File: src/rtl/mem_lsu_pkg.sv
// Shared definitions for the multi-lane load/store unit: mem_op bit positions,
// lane slice widths, FSM encoding and small op-class helpers.
package mem_lsu_pkg;

    localparam int OP_W           = 8;
    localparam int DATA_W         = 32;
    localparam int REG_W          = 5;
    localparam int ADDR_W_DEFAULT = 32;

    // mem_op is {lb,lbu,lh,lhu,lw,sb,sh,sw}, MSB first
    localparam int OP_LB  = 7;
    localparam int OP_LBU = 6;
    localparam int OP_LH  = 5;
    localparam int OP_LHU = 4;
    localparam int OP_LW  = 3;
    localparam int OP_SB  = 2;
    localparam int OP_SH  = 1;
    localparam int OP_SW  = 0;

    typedef enum logic [2:0] {
        IDLE  = 3'd0,
        ISSUE = 3'd1,
        WAIT  = 3'd2,
        DONE  = 3'd3,
        DRAIN = 3'd4
    } lsu_state_t;

    function automatic logic op_is_store(input logic [OP_W-1:0] op);
        return op[OP_SB] | op[OP_SH] | op[OP_SW];
    endfunction

    function automatic logic op_is_load(input logic [OP_W-1:0] op);
        return op[OP_LB] | op[OP_LBU] | op[OP_LH] | op[OP_LHU] | op[OP_LW];
    endfunction

endpackage

File: src/rtl/mem_lsu_fmt.sv
// Combinational formatter for the one access in flight: store strobes/data,
// load extraction/extension, misalignment flag (MEM_LSU_ALIGN_CHECK_EN).
module mem_lsu_fmt
    import mem_lsu_pkg::*;
(
    input  logic [OP_W-1:0]   i_mem_op,
    input  logic [1:0]        i_addr_lo,
    input  logic [DATA_W-1:0] i_wdata,
    input  logic [DATA_W-1:0] i_rdata,
    output logic [3:0]        o_wstrb,
    output logic [DATA_W-1:0] o_wdata,
    output logic [DATA_W-1:0] o_load_data,
    output logic              o_misalign
);

    logic [7:0]  w_byte;
    logic [15:0] w_half;

    assign w_byte = i_rdata[{i_addr_lo, 3'b000} +: 8];
    assign w_half = i_addr_lo[1] ? i_rdata[31:16] : i_rdata[15:0];

    always_comb begin
        o_wstrb     = 4'b0000;
        o_wdata     = '0;
        o_load_data = '0;

        if (i_mem_op[OP_LB])  o_load_data = {{24{w_byte[7]}}, w_byte};
        if (i_mem_op[OP_LBU]) o_load_data = {24'd0, w_byte};
        if (i_mem_op[OP_LH])  o_load_data = {{16{w_half[15]}}, w_half};
        if (i_mem_op[OP_LHU]) o_load_data = {16'd0, w_half};
        if (i_mem_op[OP_LW])  o_load_data = i_rdata;

        // Store data is replicated so every byte lane sees it; strobes pick the target
        if (i_mem_op[OP_SB]) begin
            o_wstrb = 4'b0001 << i_addr_lo;
            o_wdata = {4{i_wdata[7:0]}};
        end
        if (i_mem_op[OP_SH]) begin
            o_wstrb = i_addr_lo[1] ? 4'b1100 : 4'b0011;
            o_wdata = {2{i_wdata[15:0]}};
        end
        if (i_mem_op[OP_SW]) begin
            o_wstrb = 4'b1111;
            o_wdata = i_wdata;
        end
    end

`ifdef MEM_LSU_ALIGN_CHECK_EN
    assign o_misalign = ((i_mem_op[OP_LH] | i_mem_op[OP_LHU] | i_mem_op[OP_SH]) & i_addr_lo[0])
                      | ((i_mem_op[OP_LW] | i_mem_op[OP_SW]) & (|i_addr_lo));
`else
    assign o_misalign = 1'b0;
`endif

endmodule

File: src/rtl/mem_lsu_multi.sv
// Multi-lane MEM stage: serialises each lane's load/store over one valid/ready
// memory port and emits one write-back bundle. Alignment traps via MEM_LSU_ALIGN_CHECK_EN.
module mem_lsu_multi
    import mem_lsu_pkg::*;
#(
    parameter int LANES  = 2,
    parameter int ADDR_W = ADDR_W_DEFAULT
) (
    input  logic                    clk,
    input  logic                    rst,
    input  logic                    flush,
    input  logic                    in_valid,
    output logic                    in_ready,
    input  logic [LANES-1:0]        in_lane_valid,
    input  logic [LANES*OP_W-1:0]   in_mem_op,
    input  logic [LANES*ADDR_W-1:0] in_addr,
    input  logic [LANES*DATA_W-1:0] in_wdata,
    input  logic [LANES*DATA_W-1:0] in_ex_result,
    input  logic [LANES-1:0]        in_rf_we,
    input  logic [LANES*REG_W-1:0]  in_rf_waddr,
    output logic                    req_valid,
    input  logic                    req_ready,
    output logic                    req_wr,
    output logic [ADDR_W-1:0]       req_addr,
    output logic [3:0]              req_wstrb,
    output logic [DATA_W-1:0]       req_wdata,
    input  logic                    rsp_valid,
    input  logic [DATA_W-1:0]       rsp_rdata,
    output logic                    out_valid,
    output logic [LANES-1:0]        out_rf_we,
    output logic [LANES*REG_W-1:0]  out_rf_waddr,
    output logic [LANES*DATA_W-1:0] out_rf_wdata,
    output logic [LANES-1:0]        out_exc,
    output logic                    stall_req
);

    localparam int LP_W = (LANES > 1) ? $clog2(LANES) : 1;

    lsu_state_t r_state, w_state_next;
    logic [LP_W-1:0] r_lane_ptr, w_lane_ptr_next;

    logic              r_lane_valid [LANES];
    logic [OP_W-1:0]   r_mem_op     [LANES];
    logic [ADDR_W-1:0] r_addr       [LANES];
    logic [DATA_W-1:0] r_wdata      [LANES];
    logic [DATA_W-1:0] r_result     [LANES];
    logic              r_rf_we      [LANES];
    logic [REG_W-1:0]  r_rf_waddr   [LANES];
    logic              r_exc        [LANES];

    logic [OP_W-1:0]   w_in_op [LANES];
    logic [LANES-1:0]  w_in_mem;
    logic [LANES-1:0]  w_reg_mem;

    logic              w_accept, w_capture, w_fault;
    logic              w_first_found, w_next_found;
    logic [LP_W-1:0]   w_first_idx, w_next_idx;

    logic [OP_W-1:0]   w_cur_op;
    logic [ADDR_W-1:0] w_cur_addr;
    logic [DATA_W-1:0] w_cur_wdata;
    logic [3:0]        w_fmt_wstrb;
    logic [DATA_W-1:0] w_fmt_wdata, w_load_data;
    logic              w_misalign;

    assign w_cur_op    = r_mem_op[r_lane_ptr];
    assign w_cur_addr  = r_addr[r_lane_ptr];
    assign w_cur_wdata = r_wdata[r_lane_ptr];

    mem_lsu_fmt u_fmt (
        .i_mem_op    (w_cur_op),
        .i_addr_lo   (w_cur_addr[1:0]),
        .i_wdata     (w_cur_wdata),
        .i_rdata     (rsp_rdata),
        .o_wstrb     (w_fmt_wstrb),
        .o_wdata     (w_fmt_wdata),
        .o_load_data (w_load_data),
        .o_misalign  (w_misalign)
    );

    assign w_capture = (r_state == WAIT) & rsp_valid & op_is_load(w_cur_op);

    genvar gi;
    generate
        for (gi = 0; gi < LANES; gi++) begin : g_lane
            assign w_in_op[gi]   = in_mem_op[gi*OP_W +: OP_W];
            assign w_in_mem[gi]  = in_lane_valid[gi] & (|w_in_op[gi]);
            assign w_reg_mem[gi] = r_lane_valid[gi] & (|r_mem_op[gi]);

            // r_result starts as the ALU result and is overwritten only by a load response
            always_ff @(posedge clk or posedge rst) begin
                if (rst) begin
                    r_lane_valid[gi] <= 1'b0;
                    r_mem_op[gi]     <= '0;
                    r_addr[gi]       <= '0;
                    r_wdata[gi]      <= '0;
                    r_result[gi]     <= '0;
                    r_rf_we[gi]      <= 1'b0;
                    r_rf_waddr[gi]   <= '0;
                    r_exc[gi]        <= 1'b0;
                end else if (w_accept) begin
                    r_lane_valid[gi] <= in_lane_valid[gi];
                    r_mem_op[gi]     <= w_in_op[gi];
                    r_addr[gi]       <= in_addr[gi*ADDR_W +: ADDR_W];
                    r_wdata[gi]      <= in_wdata[gi*DATA_W +: DATA_W];
                    r_result[gi]     <= in_ex_result[gi*DATA_W +: DATA_W];
                    r_rf_we[gi]      <= in_rf_we[gi];
                    r_rf_waddr[gi]   <= in_rf_waddr[gi*REG_W +: REG_W];
                    r_exc[gi]        <= 1'b0;
                end else begin
                    if (w_capture && (r_lane_ptr == LP_W'(gi)))
                        r_result[gi] <= w_load_data;
                    if (w_fault && (LP_W'(gi) >= r_lane_ptr)) begin
                        r_rf_we[gi] <= 1'b0;
                        r_exc[gi]   <= (LP_W'(gi) == r_lane_ptr);
                    end
                end
            end

            assign out_rf_we[gi] = out_valid & r_lane_valid[gi] & r_rf_we[gi];
            assign out_exc[gi]   = out_valid & r_exc[gi];
            assign out_rf_waddr[gi*REG_W +: REG_W] =
                (out_valid & r_lane_valid[gi]) ? r_rf_waddr[gi] : '0;
            assign out_rf_wdata[gi*DATA_W +: DATA_W] =
                (out_valid & r_lane_valid[gi]) ? r_result[gi] : '0;
        end
    endgenerate

    // Lowest mem lane of the incoming bundle, and next mem lane above the pointer
    always_comb begin
        w_first_found = 1'b0;
        w_first_idx   = '0;
        w_next_found  = 1'b0;
        w_next_idx    = '0;
        for (int i = LANES - 1; i >= 0; i--) begin
            if (w_in_mem[i]) begin
                w_first_found = 1'b1;
                w_first_idx   = LP_W'(i);
            end
            if (w_reg_mem[i] && (i > int'(r_lane_ptr))) begin
                w_next_found = 1'b1;
                w_next_idx   = LP_W'(i);
            end
        end
    end

    always_comb begin
        w_state_next    = r_state;
        w_lane_ptr_next = r_lane_ptr;
        w_accept        = 1'b0;
        w_fault         = 1'b0;
        in_ready        = 1'b0;
        req_valid       = 1'b0;
        out_valid       = 1'b0;
        unique case (r_state)
            IDLE: begin
                in_ready = ~flush;
                if (in_valid && !flush) begin
                    w_accept        = 1'b1;
                    w_lane_ptr_next = w_first_idx;
                    w_state_next    = w_first_found ? ISSUE : DONE;
                end
            end
            ISSUE: begin
                if (w_misalign) begin
                    w_fault      = ~flush;
                    w_state_next = flush ? IDLE : DONE;
                end else begin
                    req_valid = 1'b1;
                    if (req_ready)
                        w_state_next = flush ? DRAIN : WAIT;
                    else if (flush)
                        w_state_next = IDLE;
                end
            end
            WAIT: begin
                // A response landing with the flush has already been absorbed
                if (rsp_valid) begin
                    if (flush) begin
                        w_state_next = IDLE;
                    end else if (w_next_found) begin
                        w_state_next    = ISSUE;
                        w_lane_ptr_next = w_next_idx;
                    end else begin
                        w_state_next = DONE;
                    end
                end else if (flush) begin
                    w_state_next = DRAIN;
                end
            end
            DONE: begin
                out_valid    = ~flush;
                w_state_next = IDLE;
            end
            DRAIN: begin
                if (rsp_valid)
                    w_state_next = IDLE;
            end
            default: w_state_next = IDLE;
        endcase
    end

    always_ff @(posedge clk or posedge rst) begin
        if (rst) begin
            r_state    <= IDLE;
            r_lane_ptr <= '0;
        end else begin
            r_state    <= w_state_next;
            r_lane_ptr <= w_lane_ptr_next;
        end
    end

    assign req_wr    = req_valid & op_is_store(w_cur_op);
    assign req_addr  = req_valid ? {w_cur_addr[ADDR_W-1:2], 2'b00} : '0;
    assign req_wstrb = req_valid ? w_fmt_wstrb : 4'b0000;
    assign req_wdata = req_valid ? w_fmt_wdata : '0;
    assign stall_req = (r_state != IDLE) | (w_accept & (|w_in_mem));

endmodule

File: config.mk
export PLATFORM = sky130hd
export DESIGN_NAME = mem_lsu_multi
export DESIGN_NICKNAME = d
export VERILOG_FILES = /design/src/rtl/mem_lsu_pkg.sv /design/src/rtl/mem_lsu_fmt.sv /design/src/rtl/mem_lsu_multi.sv
export SDC_FILE = /design/constraint.sdc
export NUM_CORES = 1
export LEC_CHECK = 0
export CORE_ASPECT_RATIO = 0.6
export CORE_MARGIN = 5
export CORE_UTILIZATION = 40
export DETAILED_ROUTE_END_ITERATION = 7
export PLACE_DENSITY_LB_ADDON = 0.15
export SYNTH_ARGS = -nofsm -noshare
export SYNTH_HDL_FRONTEND = slang
export SYNTH_SLANG_ARGS = --single-unit
File: constraint.sdc
create_clock -name clk -period 6.6 [get_ports clk]
set_input_delay 0.66 -clock clk [delete_from_list [all_inputs] [get_ports clk]]
set_output_delay 0.66 -clock clk [all_outputs]
set_load 0.01 [all_outputs]
# ---- After elaboration in Yosys (flattened, before gate mapping)
# Index checks and enable logic that the tools add are counted.
dict set report word_totals {
  register_bits 227
  latchBits 0
  ramBits 0
  rom_bits 0
  input_bits 260
  mem_count 0
}
dict set report op_classes {
  addsub 0
  n_mul 0
  div 0
  n_lt_le_gt_ge 2
  eq_ne 11
  shifts 2
  muxes 61
  bitwise 22
  reduce_logical 16
}
# op count
set ops {}
lappend ops {{$mux 32} 22}
lappend ops {{$shiftx 32x6->8} 1}
lappend ops {{$mux 8} 3}
lappend ops {{$reduce_or 8->1} 3}
lappend ops {{$mux 3} 7}
lappend ops {{$mux 4} 5}
lappend ops {{$mux 1} 16}
lappend ops {{$mux 16} 1}
lappend ops {{$and 1x1->1} 12}
lappend ops {{$pmux 3 s4} 1}
lappend ops {{$mux 5} 2}
lappend ops {{$ne 2x2->1 const B} 5}
lappend ops {{$or 1x1->1} 7}
lappend ops {{$eq 3x2->1 const B} 2}
lappend ops {{$mux 2} 3}
lappend ops {{$ne 3x3->1 const B} 2}
lappend ops {{$reduce_bool 2->1} 3}
lappend ops {{$reduce_and 5->1} 1}
lappend ops {{$logic_and 1x1->1} 4}
lappend ops {{$reduce_and 4->1} 1}
lappend ops {{$shl 1x2->4 const A} 1}
lappend ops {{$eq 3x1->1 const B} 1}
lappend ops {{$eq 3x3->1 const B} 1}
lappend ops {{$logic_not 3->1} 1}
lappend ops {{8 further kinds} 9}

# ---- Depth between registers and ports, before layout
dict set report depth {
  word_depth 12
  depth_mapped 8
  mapped_depth_nobuf 5
}

# ---- Hierarchy
# Synthesis repeated with hierarchy kept, for this count alone.
dict set report unflattened {
  cells_unflattened 1496
  hier_area_um2 12445.7
}
# module instances cells_per_inst area_per_inst_um2 seq_area_each_um2
set modules_own_cells {}
lappend modules_own_cells {mem_lsu_multi 1 1273 11079.4 5705.5}
lappend modules_own_cells {mem_lsu_fmt 1 223 1366.3 0.0}

# ---- Least setup slack after synthesis
# Ideal clock, no wire load.
dict set report synth_timing {
  path_type {register -> output}
  startpoint {reg r_lane_ptr}
  endpoint {out req_wdata[14]}
  arrival_time_ns 1.850
  slack_ns 4.090
  stages_incl_launch_ff 9
  path_buffers 4
  path_cell_list {dfrtp_1 buf_4 mux2_2 buf_2 nand2b_1 buf_2 clkbuf_1 nor2_1 a211oi_1}
}
dict set report synth_between {
  elab_chain_cells 8
}
# element line
set synth_rtl {}
lappend synth_rtl {{from (decl)} mem_lsu_multi.sv:40} ;# logic [LP_W-1:0] r_lane_ptr, w_lane_ptr_next;
lappend synth_rtl {{from (signal assigned)} mem_lsu_multi.sv:209} ;# r_lane_ptr <= w_lane_ptr_next;
lappend synth_rtl {{$not 1->2 (not written as such) *} {mem_lsu_multi.sv:66, mem_lsu_multi.sv:68}}
lappend synth_rtl {{$mux 32 (not written as such) / $mux 8 (equally long branches) (3 in series)} {mem_lsu_multi.sv:68, mem_lsu_multi.sv:66}}
lappend synth_rtl {{$mux 32} mem_lsu_fmt.sv:34} ;# if (i_mem_op[OP_SB]) begin
lappend synth_rtl {{$mux 32} mem_lsu_fmt.sv:38} ;# if (i_mem_op[OP_SH]) begin
lappend synth_rtl {{$mux 32 *} mem_lsu_fmt.sv:42} ;# if (i_mem_op[OP_SW]) begin
lappend synth_rtl {{$mux 32 *} mem_lsu_multi.sv:216} ;# assign req_wdata = req_valid ? w_fmt_wdata : '0;
lappend synth_rtl {{to (decl)} mem_lsu_multi.sv:26} ;# output logic [DATA_W-1:0] req_wdata,
# Mark *: on every way between the ends. The rest lies on a longest branch, timed or not. The select of a mux whose other input is x is not followed.

# ---- Worst setup path in the final report
dict set report layout_timing {
  startpoint {reg r_lane_ptr}
  endpoint {out req_wdata[25]}
}
# The elaborated chain is that of the path after synthesis.

==> results.json <==
{
  "cp.arrival_ns": 4.71,
  "wirelength_um": 43300,
  "postSynthCellCount": 1374,
  "netlist_top_cells_count": "nand2_1, dfrtp_1, nor2_1",
  "fin_nets": 1971,
  "finalHoldViolations": 0,
  "synth_area_mm2": 0.0116,
  "peakVddDrop_uv": 189,
  "startpoint": "r_lane_ptr$_DFFE_PP0P_",
  "relSlewSlack_pct": 14.3,
  "fin_crit_sh_pct": 81.4,
  "io_buffers": 406,
  "critPathLaunchType": "flop",
  "p_leak_nw": 7.71,
  "cp-endpoint": "req_wdata[25]",
  "io_pins": 411,
  "synth_ff_type": "dfrtp_1",
  "drtPass1Iterations": 5,
  "skew_ns": 0.0198,
  "grt_max_degree": 160,
  "dp_hpwl_um": 30900,
  "fillCellCount": 2621,
  "drcViolationCount": 0,
  "clock_path_buffers": 3,
  "max_slew.worst_pin.slew_ns": 1.28,
  "pre_cts_ws_ns": 1.77,
  "grt.total_usage_pct": 25.5,
  "vias": 11400,
  "cts-root-buf": "clkbuf_16",
  "cp-end-kind": "primary output",
  "crit_required_ns": 5.94,
  "start_util_pct": 40.5,
  "cts_made_buffers": 24,
  "clock_latency_ns": 0.53,
  "cts_setup_buffers": 0,
  "antenna_found_initial": 7,
  "wire_per_inst_um": 20.5,
  "drv_cap": 0,
  "die-width_um": 230,
  "hp-class": "reg2reg",
  "grt_pass1_wl_um": 66500,
  "ys_seq_area_share_pct": 48.7,
  "crit_fanout": 45,
  "h-tree-depth": 1,
  "r2r_end": "r_result[59]$_DFFE_PP0P_",
  "p_total_mw": 7.42,
  "drv_slew": 0,
  "synth-seq-cells": 226,
  "place.gp.congestion": 0.866,
  "vias_per_cell": 5.39,
  "yosys.cell_count.top_type": "nand2_1",
  "first_global_vias": 11100,
  "syn_to_final_growth_pct": 43.1,
  "drive_above_1_share_pct": 5.09,
  "antenna_left": 0,
  "synth_warnings": 0,
  "synth_top_area_share_pct": 48.7,
  "synthDistinctLibCells": 53,
  "die_h_um": 142,
  "maxClockFrequency_mhz": 186,
  "cts_hold_buf": 0,
  "ys_top_cells_by_area": "dfrtp_1, nand2_1, mux2i_1",
  "core_area_mm2": 0.0287,
  "ff2ff_path_depth": 5,
  "post-route-min-period_ns": 5.37,
  "die-area_mm2": 0.0327,
  "placementRows": 48,
  "async_flop_share_pct": 100,
  "cts_sinks": 226,
  "cts_tree": "done",
  "status": "finished clean",
  "cts.clk_slew.worst_paths_ns": 0.06,
  "critPathKind": "reg2out",
  "powerDensity_mw_per_mm2": 446,
  "worst_slack_ns": 1.23,
  "setup_viol": 0,
  "r2r_start": "r_lane_ptr$_DFFE_PP0P_",
  "syn_area_per_cell_um2": 8.46,
  "grt_overflow_total": 0,
  "synth_top_area_cell": "dfrtp_1",
  "rsz0062_at_grt": "no",
  "initialDrtViolationCount": 1070,
  "tns_ns": 0,
  "synth_edf_count": 0,
  "ctsResizeCount": 0,
  "reg2reg_slack_ns": 3.01
}
[how the worst min path moves through the flow]
stage / startpoint / to / slack [ns] / depth (start not counted)
after floorplan: r_rf_waddr[0]$_DFFE_PP0P_ / r_rf_waddr[0]$_DFFE_PP0P_ / 0.44 / 2
after global placement: r_rf_waddr[3]$_DFFE_PP0P_ / r_rf_waddr[3]$_DFFE_PP0P_ / 0.45 / 2
after detailed placement: r_rf_we[0]$_DFFE_PP0P_ / r_rf_we[0]$_DFFE_PP0P_ / 0.45 / 2
after CTS: r_rf_we[0]$_DFFE_PP0P_ / r_rf_we[0]$_DFFE_PP0P_ / 0.47 / 2
after global routing: r_wdata[33]$_DFFE_PP0P_ / r_wdata[33]$_DFFE_PP0P_ / 0.49 / 2
final: r_rf_we[0]$_DFFE_PP0P_ / r_rf_we[0]$_DFFE_PP0P_ / 0.47 / 2
[power by group]
group	leakage (nW)	switching, mW	internal (mW)
Combinational	4.58	2.07	1.47
Sequential	2.74	0.461	2.04
Clock	0.390	0.562	0.813
[layout make-up]
cell class              instances  area [um2]  area share [%]
repair buffers                418        4170            25.1
multi-input cells            1029        5470            32.9
clock buffers                  40         752            4.52
clock inverters                 4        47.5           0.286
inverters                      12        48.8           0.293
flip-flops and latches        226        5660            34.0
diodes                          6        15.0          0.0903
well taps                     375         469            2.82
[critical path, cell delays in order, from the launching register on]
cell and delay (ns):
dfrtp_4 0.87, mux2i_2 0.84, nand2b_1 0.62, o21ai_2 1.17, a211oi_1 0.13, clkdlybuf4s50_1 0.55
[per-stage QoR]
step | utilization (%) | cells | instance area [um2] | hold slack (ns)
floorplan | - | 1377 | 11600 | 0.437
global placement | 55.1 | 2060 | 15800 | 0.449
detailed placement | 55.1 | 2060 | 15800 | 0.455
CTS | 57.9 | 2104 | 16600 | 0.469
global route | 57.9 | 2110 | 16600 | 0.492
finish | 57.9 | 2110 | 16600 | 0.466
[kinds of logic after synthesis]
group	Yosys count	share of synthesized area (%)
AO/OA/AOI/OAI	199	11.6
buffers and inverters	122	4.72
flip-flops	226	48.7
multiplexers	88	8.24
other	1	0.0323
AND/OR/NAND/NOR	738	26.8
[sequential cells by signal (all words and copies together), names as in the netlist]
register / flops
r_rf_we: 2
r_addr: 64
r_lane_valid: 2
r_lane_ptr: 1
r_wdata: 64
r_result: 64
r_rf_waddr: 10
r_state: 3
r_mem_op: 16
[cell usage in the layout (no fill, tap or decap), types with 11 or more instances in the layout]
master	synthesis	final
dfrtp_1	226	225
mux2i_1	65	64
mux2_2	18	18
a21oi_1	26	26
nor3_1	30	30
and3_1	78	77
clkdlybuf4s50_1	0	406
nor2_1	90	90
clkbuf_16	0	25
o21ai_0	14	14
a211oi_1	50	48
nand2_1	501	501
buf_4	13	11
inv_1	12	11
a31oi_1	32	32
o22ai_1	44	44
[layer usage]
layer,vias to the layer above,GRT usage (%),wire length (um)
met5,-,0,20
met4,2,6.32,1150
met3,71,6.28,3570
met2,471,36.5,18400
met1,5488,39.0,20100
li1,5338,-,-
Note: power is estimated with default switching activity, not from simulation.
